`src/rtl/mem_timer_responder.sv`:
```
// mem_timer_responder
//   Machine-timer peripheral answering on the core's data-memory bus.
//   It holds a 64-bit prescaled time counter (mtime), a 64-bit compare
//   register (mtimecmp), a CTRL/STATUS pair and one level interrupt.
//   Register window (32 bytes at BASE_ADDR, word offset mem_addr[4:2]):
//     0x00 MTIME_LO   0x04 MTIME_HI   0x08 MTIMECMP_LO   0x0C MTIMECMP_HI
//     0x10 CTRL  {PRESC_RELOAD[31:16], IRQ_EN[1], EN[0]}
//     0x14 STATUS {PENDING[0]} write-1-to-clear
//     0x18/0x1C unmapped -> mem_err pulse
//   Build option: define TIMER_SHADOW_EN so that a MTIME_LO read snapshots
//   mtime[63:32] and MTIME_HI reads return that snapshot.
// Ports:
//   clk, rst        core clock, asynchronous active-high reset
//   mem_req/we      access strobe (one cycle per access), write select
//   mem_addr        byte address
//   mem_byteen      write byte enables
//   mem_wdata       write data
//   mem_rdata       read data, registered, zero unless mem_rvalid
//   mem_rvalid      read response pulse, one cycle after the request
//   mem_err         unmapped-offset pulse, one cycle after the request
//   timer_irq       registered PENDING & IRQ_EN
module mem_timer_responder #(
   parameter int          XLEN       = 32,
   parameter logic [31:0] BASE_ADDR  = 32'h0004_0000,
   parameter int          PRESCALE_W = 16
) (
   input  logic              clk,
   input  logic              rst,
   input  logic              mem_req,
   input  logic              mem_we,
   input  logic [XLEN-1:0]   mem_addr,
   input  logic [XLEN/8-1:0] mem_byteen,
   input  logic [XLEN-1:0]   mem_wdata,
   output logic [XLEN-1:0]   mem_rdata,
   output logic              mem_rvalid,
   output logic              mem_err,
   output logic              timer_irq
);

   // Byte-enable merge of a write onto an existing 32-bit word.
   function automatic logic [31:0] merge(input logic [31:0] old_v,
                                         input logic [31:0] new_v,
                                         input logic [3:0]  be);
      logic [31:0] r;
      for (int i = 0; i < 4; i++)
         r[i*8 +: 8] = be[i] ? new_v[i*8 +: 8] : old_v[i*8 +: 8];
      return r;
   endfunction

   logic [63:0]           mtime, mtimecmp;
   logic                  en, irq_en, pending;
   logic [PRESCALE_W-1:0] presc_reload, presc_cnt;

   logic        hit, rd, wr, unmapped, tick, w1c;
   logic [2:0]  off;
   logic [31:0] rd_val, ctrl_val, ctrl_new;
   logic        lint_unused;

   assign hit      = mem_req && (mem_addr[31:5] == BASE_ADDR[31:5]);
   assign off      = mem_addr[4:2];
   assign unmapped = off[2] & off[1];
   assign rd       = hit & ~mem_we & ~unmapped;
   assign wr       = hit &  mem_we & ~unmapped;
   assign tick     = en && (presc_cnt == '0);
   assign w1c      = wr && (off == 3'd5) && mem_byteen[0] && mem_wdata[0];

   assign ctrl_val = {16'(presc_reload), 14'b0, irq_en, en};
   assign ctrl_new = merge(ctrl_val, mem_wdata, mem_byteen);

   // Byte-offset bits and CTRL reserved bits are deliberately ignored.
   assign lint_unused = ^{mem_addr[1:0], ctrl_new[15:2]};

`ifdef TIMER_SHADOW_EN
   logic [31:0] mtime_shadow;

   always_ff @(posedge clk or posedge rst) begin
      if (rst)                       mtime_shadow <= '0;
      else if (rd && off == 3'd0)    mtime_shadow <= mtime[63:32];
   end
`endif

   // Read mux over register values as they stand before the clock edge.
   always_comb begin
      rd_val = '0;
      case (off)
         3'd0: rd_val = mtime[31:0];
`ifdef TIMER_SHADOW_EN
         3'd1: rd_val = mtime_shadow;
`else
         3'd1: rd_val = mtime[63:32];
`endif
         3'd2: rd_val = mtimecmp[31:0];
         3'd3: rd_val = mtimecmp[63:32];
         3'd4: rd_val = ctrl_val;
         3'd5: rd_val = {31'b0, pending};
         default: rd_val = '0;
      endcase
   end

   // Registers, prescaler and mtime. A bus write to either mtime half
   // wins over the tick in the same cycle, so the tick is simply lost.
   always_ff @(posedge clk or posedge rst) begin
      if (rst) begin
         mtime        <= '0;
         mtimecmp     <= '1;
         en           <= 1'b0;
         irq_en       <= 1'b0;
         presc_reload <= '0;
         presc_cnt    <= '0;
      end else begin
         if (en) presc_cnt <= tick ? presc_reload : presc_cnt - 1'b1;

         if (wr && off == 3'd0)
            mtime[31:0]  <= merge(mtime[31:0], mem_wdata, mem_byteen);
         else if (wr && off == 3'd1)
            mtime[63:32] <= merge(mtime[63:32], mem_wdata, mem_byteen);
         else if (tick)
            mtime <= mtime + 64'd1;

         if (wr && off == 3'd2)
            mtimecmp[31:0]  <= merge(mtimecmp[31:0], mem_wdata, mem_byteen);
         if (wr && off == 3'd3)
            mtimecmp[63:32] <= merge(mtimecmp[63:32], mem_wdata, mem_byteen);

         if (wr && off == 3'd4) begin
            en           <= ctrl_new[0];
            irq_en       <= ctrl_new[1];
            presc_reload <= ctrl_new[16 +: PRESCALE_W];
         end
      end
   end

   // Pending: compare wins over a simultaneous write-1-to-clear.
   always_ff @(posedge clk or posedge rst) begin
      if (rst) begin
         pending   <= 1'b0;
         timer_irq <= 1'b0;
      end else begin
         pending   <= (mtime >= mtimecmp) | (pending & ~w1c);
         timer_irq <= pending & irq_en;
      end
   end

   // Bus response, one cycle after the request; zero when not answering.
   always_ff @(posedge clk or posedge rst) begin
      if (rst) begin
         mem_rdata  <= '0;
         mem_rvalid <= 1'b0;
         mem_err    <= 1'b0;
      end else begin
         mem_rvalid <= rd;
         mem_rdata  <= rd ? rd_val : '0;
         mem_err    <= hit & unmapped;
      end
   end

endmodule
```
`config.mk`:
```
export PLATFORM = sky130hd
export DESIGN_NAME = mem_timer_responder
export DESIGN_NICKNAME = d
export VERILOG_FILES = /design/src/rtl/mem_timer_responder.sv
export SDC_FILE = /design/constraint.sdc
export NUM_CORES = 1
export LEC_CHECK = 0
export ABC_AREA = 0
export CAP_MARGIN = 20
export CORE_MARGIN = 4
export CORE_UTILIZATION = 30
export CTS_CLUSTER_DIAMETER = 120
export DETAILED_ROUTE_END_ITERATION = 7
export MAX_ROUTING_LAYER = met4
export PLACE_DENSITY = 0.44
export SETUP_SLACK_MARGIN = 0.1
export SLEW_MARGIN = 25
export SYNTH_ARGS = -nofsm -noshare
export SYNTH_HDL_FRONTEND = slang
export SYNTH_SLANG_ARGS = --single-unit
```
`constraint.sdc`:
```
create_clock -name clk -period 8 [get_ports clk]
set_clock_uncertainty 0.1 [all_clocks]
set_input_delay 1.2 -clock clk [delete_from_list [all_inputs] [get_ports clk]]
set_output_delay 1.2 -clock clk [all_outputs]
set_load 0.01 [all_outputs]
```
==> results.md <==
- Starting Density: 0.3067
- Share of cells above drive strength 1: 0.1569
- WL per Instance: 24.57 um
- Worst-Margin Slew: 1.090 ns
- R2R Path Start: mtimecmp[9]$_DFFE_PP1P_
- Fin nets: 1553
- Post-synth EDFFs: 0
- Max Clk Rate: 227.7 MHz
- Vias: 11260
- Vias per cell: 5.765
- Ys Warns: 0
- Final Core Density: 0.3632
- Core Region: 0.04010 mm2
- Most frequent cells in the layout: dfrtp_1, nor2_1, clkdlybuf4s50_1
- Initial antenna violation count: 0
- Number of global-route vias before repair: 11187
- Post-CTS Hold Fix Bufs: 0
- Peak VDD IR: 0.1106 mV
- Final antenna-violating net count: 0
- Final HPWL DP: 35.26 mm
- Area Growth Syn to Fin: 18.45%
- GRT Overall Usage: 0.2218
- CTS buffer count: 17
- Die Wd: 210.5 um
- Final setup fails: 0
- # Post-CTS Setup Buffers: 0
- Reg2reg path depth: 8
- Slew Viols, Final: 0
- Placed cells: 1921
- Crit. End Element: register
- Crit path largest cell delay: 0.96 ns
- GPL Wtd Cong: 0.9206
- Netlist cell types: 68
- Most used DFF post-synth: dfrtp_1
- Slowest CP cell: nor3_1
- Run status: finished, final reports clean
- Critical path class: in -> reg
- Rel. slew slack: 0.2675
- Starting DRT DRC Count: 854
- Worst-Skew Late Latency: 0.46 ns
- Resized cells post-CTS: 0
- Post-synthesis cell count: 1325
- Power Density: 137.6 mW/mm2
- Flop2flop setup slack: 4.36 ns
- Worst reg2reg endpoint: pending$_DFF_PP0_
- Synth top area share: 0.2727
- Hold_ws: 0.4048 ns
- Post-synthesis area per instance: 9.281 um2
- Rows: 73
- # IOs: 107
- Cell area after layout: 0.01457 mm2
- Hold Path Cell Cnt: 2
- Critical Path Start Type: primary input
- # diodes: 0
- Worst Hold Class: reg -> reg
- Fin. Hold Viols: 0
- TritonRoute pass-1 iters: 5
- WP data arrival: 4.65 ns
- DRT Wirelength: 47.98 mm
- Placed Area: 0.01399 mm2
- Port Buf Inserts: 104
- Sink Count: 198
- Unrepaired setup endpoints after global routing: false
- Ranking of synthesized cells by area: dfrtp_1, dfstp_2, mux2_2
- Non-filler cells, final: 1953
- Clk buf depth: 2
- Worst EP required: 8.26 ns
- Largest net degree at the start of global routing: 88
- Syn_nets: 1463
- Commonest non-fill, non-tap cell in the layout: dfrtp_1
- Die Ht: 210.5 um
- Worst-path cell chain: clkdlybuf4s50_1 -> nor4_1 -> and3_1 -> nand4_1 -> nor3_1 -> a211oi_1 -> a311oi_1
- Hold endpoint: mtimecmp[27]$_DFFE_PP1P_
- Startpoint of the worst hold path: mtimecmp[27]$_DFFE_PP1P_
- Final min period: 4.392 ns
- Global-route wire length before repair: 72.45 mm
- Pleak: 6.137 nW
- Seq/Total Area, Yosys: 0.4094
- Residual DRC: 0
- Yosys top cell by area: dfrtp_1
- Fin crit share: 0.5489
- Clk root buf: clkbuf_16
- Synth async-reset ratio: 1.000
- CP Max Fanout: 13
- Mapped cell area: 0.01230 mm2
- Clock slew at reported path FFs: 0.07 ns
- Setup tns final: 0 ns
- Grt ovf: 0
- Max-cap violations: 0
- CTS tree: done
- Synth Register Bits: 198
- Die area: 0.04429 mm2
- H-tree depth: 4
-- worst max-delay path: cells and delay by family --
family	cells	cell delay [ns]
AND/OR/NAND/NOR	4	2.64
AO/OA/AOI/OAI	2	0.40
buffers and inverters	1	0.41
-- final cells by class --
type                            count  area, um2
Timing Repair Buffer              132       1241
Multi-Input combinational cell    973       6700
Clock inverter                     13      132.6
Inverter                           93      356.6
Tap cell                          525      656.9
Clock buffer                       19      442.9
Sequential cell                   198       5035
Fill cell                        4104      25530
-- per-stage QoR --
stage               setup WS (ns)  power, mW
floorplan                   1.409      1.066
global placement            2.883      1.148
detailed placement          3.171      1.148
CTS                         3.651      2.039
global route                3.430      2.084
finish                      3.608      2.004
-- registers in the layout (all words and copies together), names as in the netlist --
signal	cells
irq_en	1
presc_cnt	16
timer_irq	1
mtime	64
pending	1
presc_reload	16
en	1
mem_rvalid	1
mem_rdata	32
mem_err	1
mtimecmp	64
-- worst max-delay path by stage --
stage / start / to / slack (ns) / depth (start not counted)
floorplan: rst / en$_DFFE_PP0P_ / 1.41 / 1
global placement: mem_addr[29] / mtimecmp[38]$_DFFE_PP1P_ / 2.88 / 6
detailed placement: mem_addr[14] / mtime[6]$_DFFE_PP0P_ / 3.17 / 7
CTS: mem_addr[14] / mtime[6]$_DFFE_PP0P_ / 3.65 / 7
global route: mem_addr[14] / mtime[6]$_DFFE_PP0P_ / 3.43 / 7
finish: mem_addr[14] / mtime[6]$_DFFE_PP0P_ / 3.61 / 7
-- power by group --
part           switching (mW)  internal, mW  total, mW
combinational          0.0808        0.0448      0.126
sequential       0.0000000391          1.00       1.00
clock                   0.409         0.467      0.876
total                   0.490          1.51       2.00
-- synth_stat cells (all sizes together), types with 8 or more instances --
| cell | count |
|---|---|
| a211oi | 18 |
| a21o | 24 |
| a21oi | 86 |
| a221oi | 24 |
| a22oi | 22 |
| a31oi | 14 |
| and2 | 12 |
| and3 | 27 |
| and4 | 17 |
| buf | 10 |
| clkbuf | 51 |
| dfrtp | 134 |
| dfstp | 64 |
| ha | 66 |
| inv | 93 |
| mux2 | 77 |
| mux2i | 32 |
| nand2 | 93 |
| nand3 | 75 |
| nand4 | 39 |
| nor2 | 107 |
| nor3 | 40 |
| nor4 | 25 |
| o211ai | 10 |
| o21a | 8 |
| o21ai | 49 |
| o22ai | 14 |
| o31ai | 10 |
-- routing by layer --
layer	wire, um	track usage	share of wire	up-vias
met2	23140	0.3648	0.48	342
li1	-	-	-	5163
met1	21600	0.2935	0.45	5705
met3	2239	0.03021	0.047	50
met4	1008	0.04985	0.021	0
met5	0	-	0	-
-- kinds of logic (layout without fill, tap and decap cells) --
| group | Yosys count | after routing | share of synthesized area |
|---|---|---|---|
| and+or+nand+nor | 465 | 465 | 0.1935 |
| AOI/OAI and AO/OA | 331 | 331 | 0.1815 |
| DFF | 198 | 198 | 0.4094 |
| buffers and inverters | 154 | 257 | 0.04782 |
| muxes | 111 | 111 | 0.1005 |
| adders and majority gates | 66 | 66 | 0.06715 |
(Power assumes the default switching activity.)
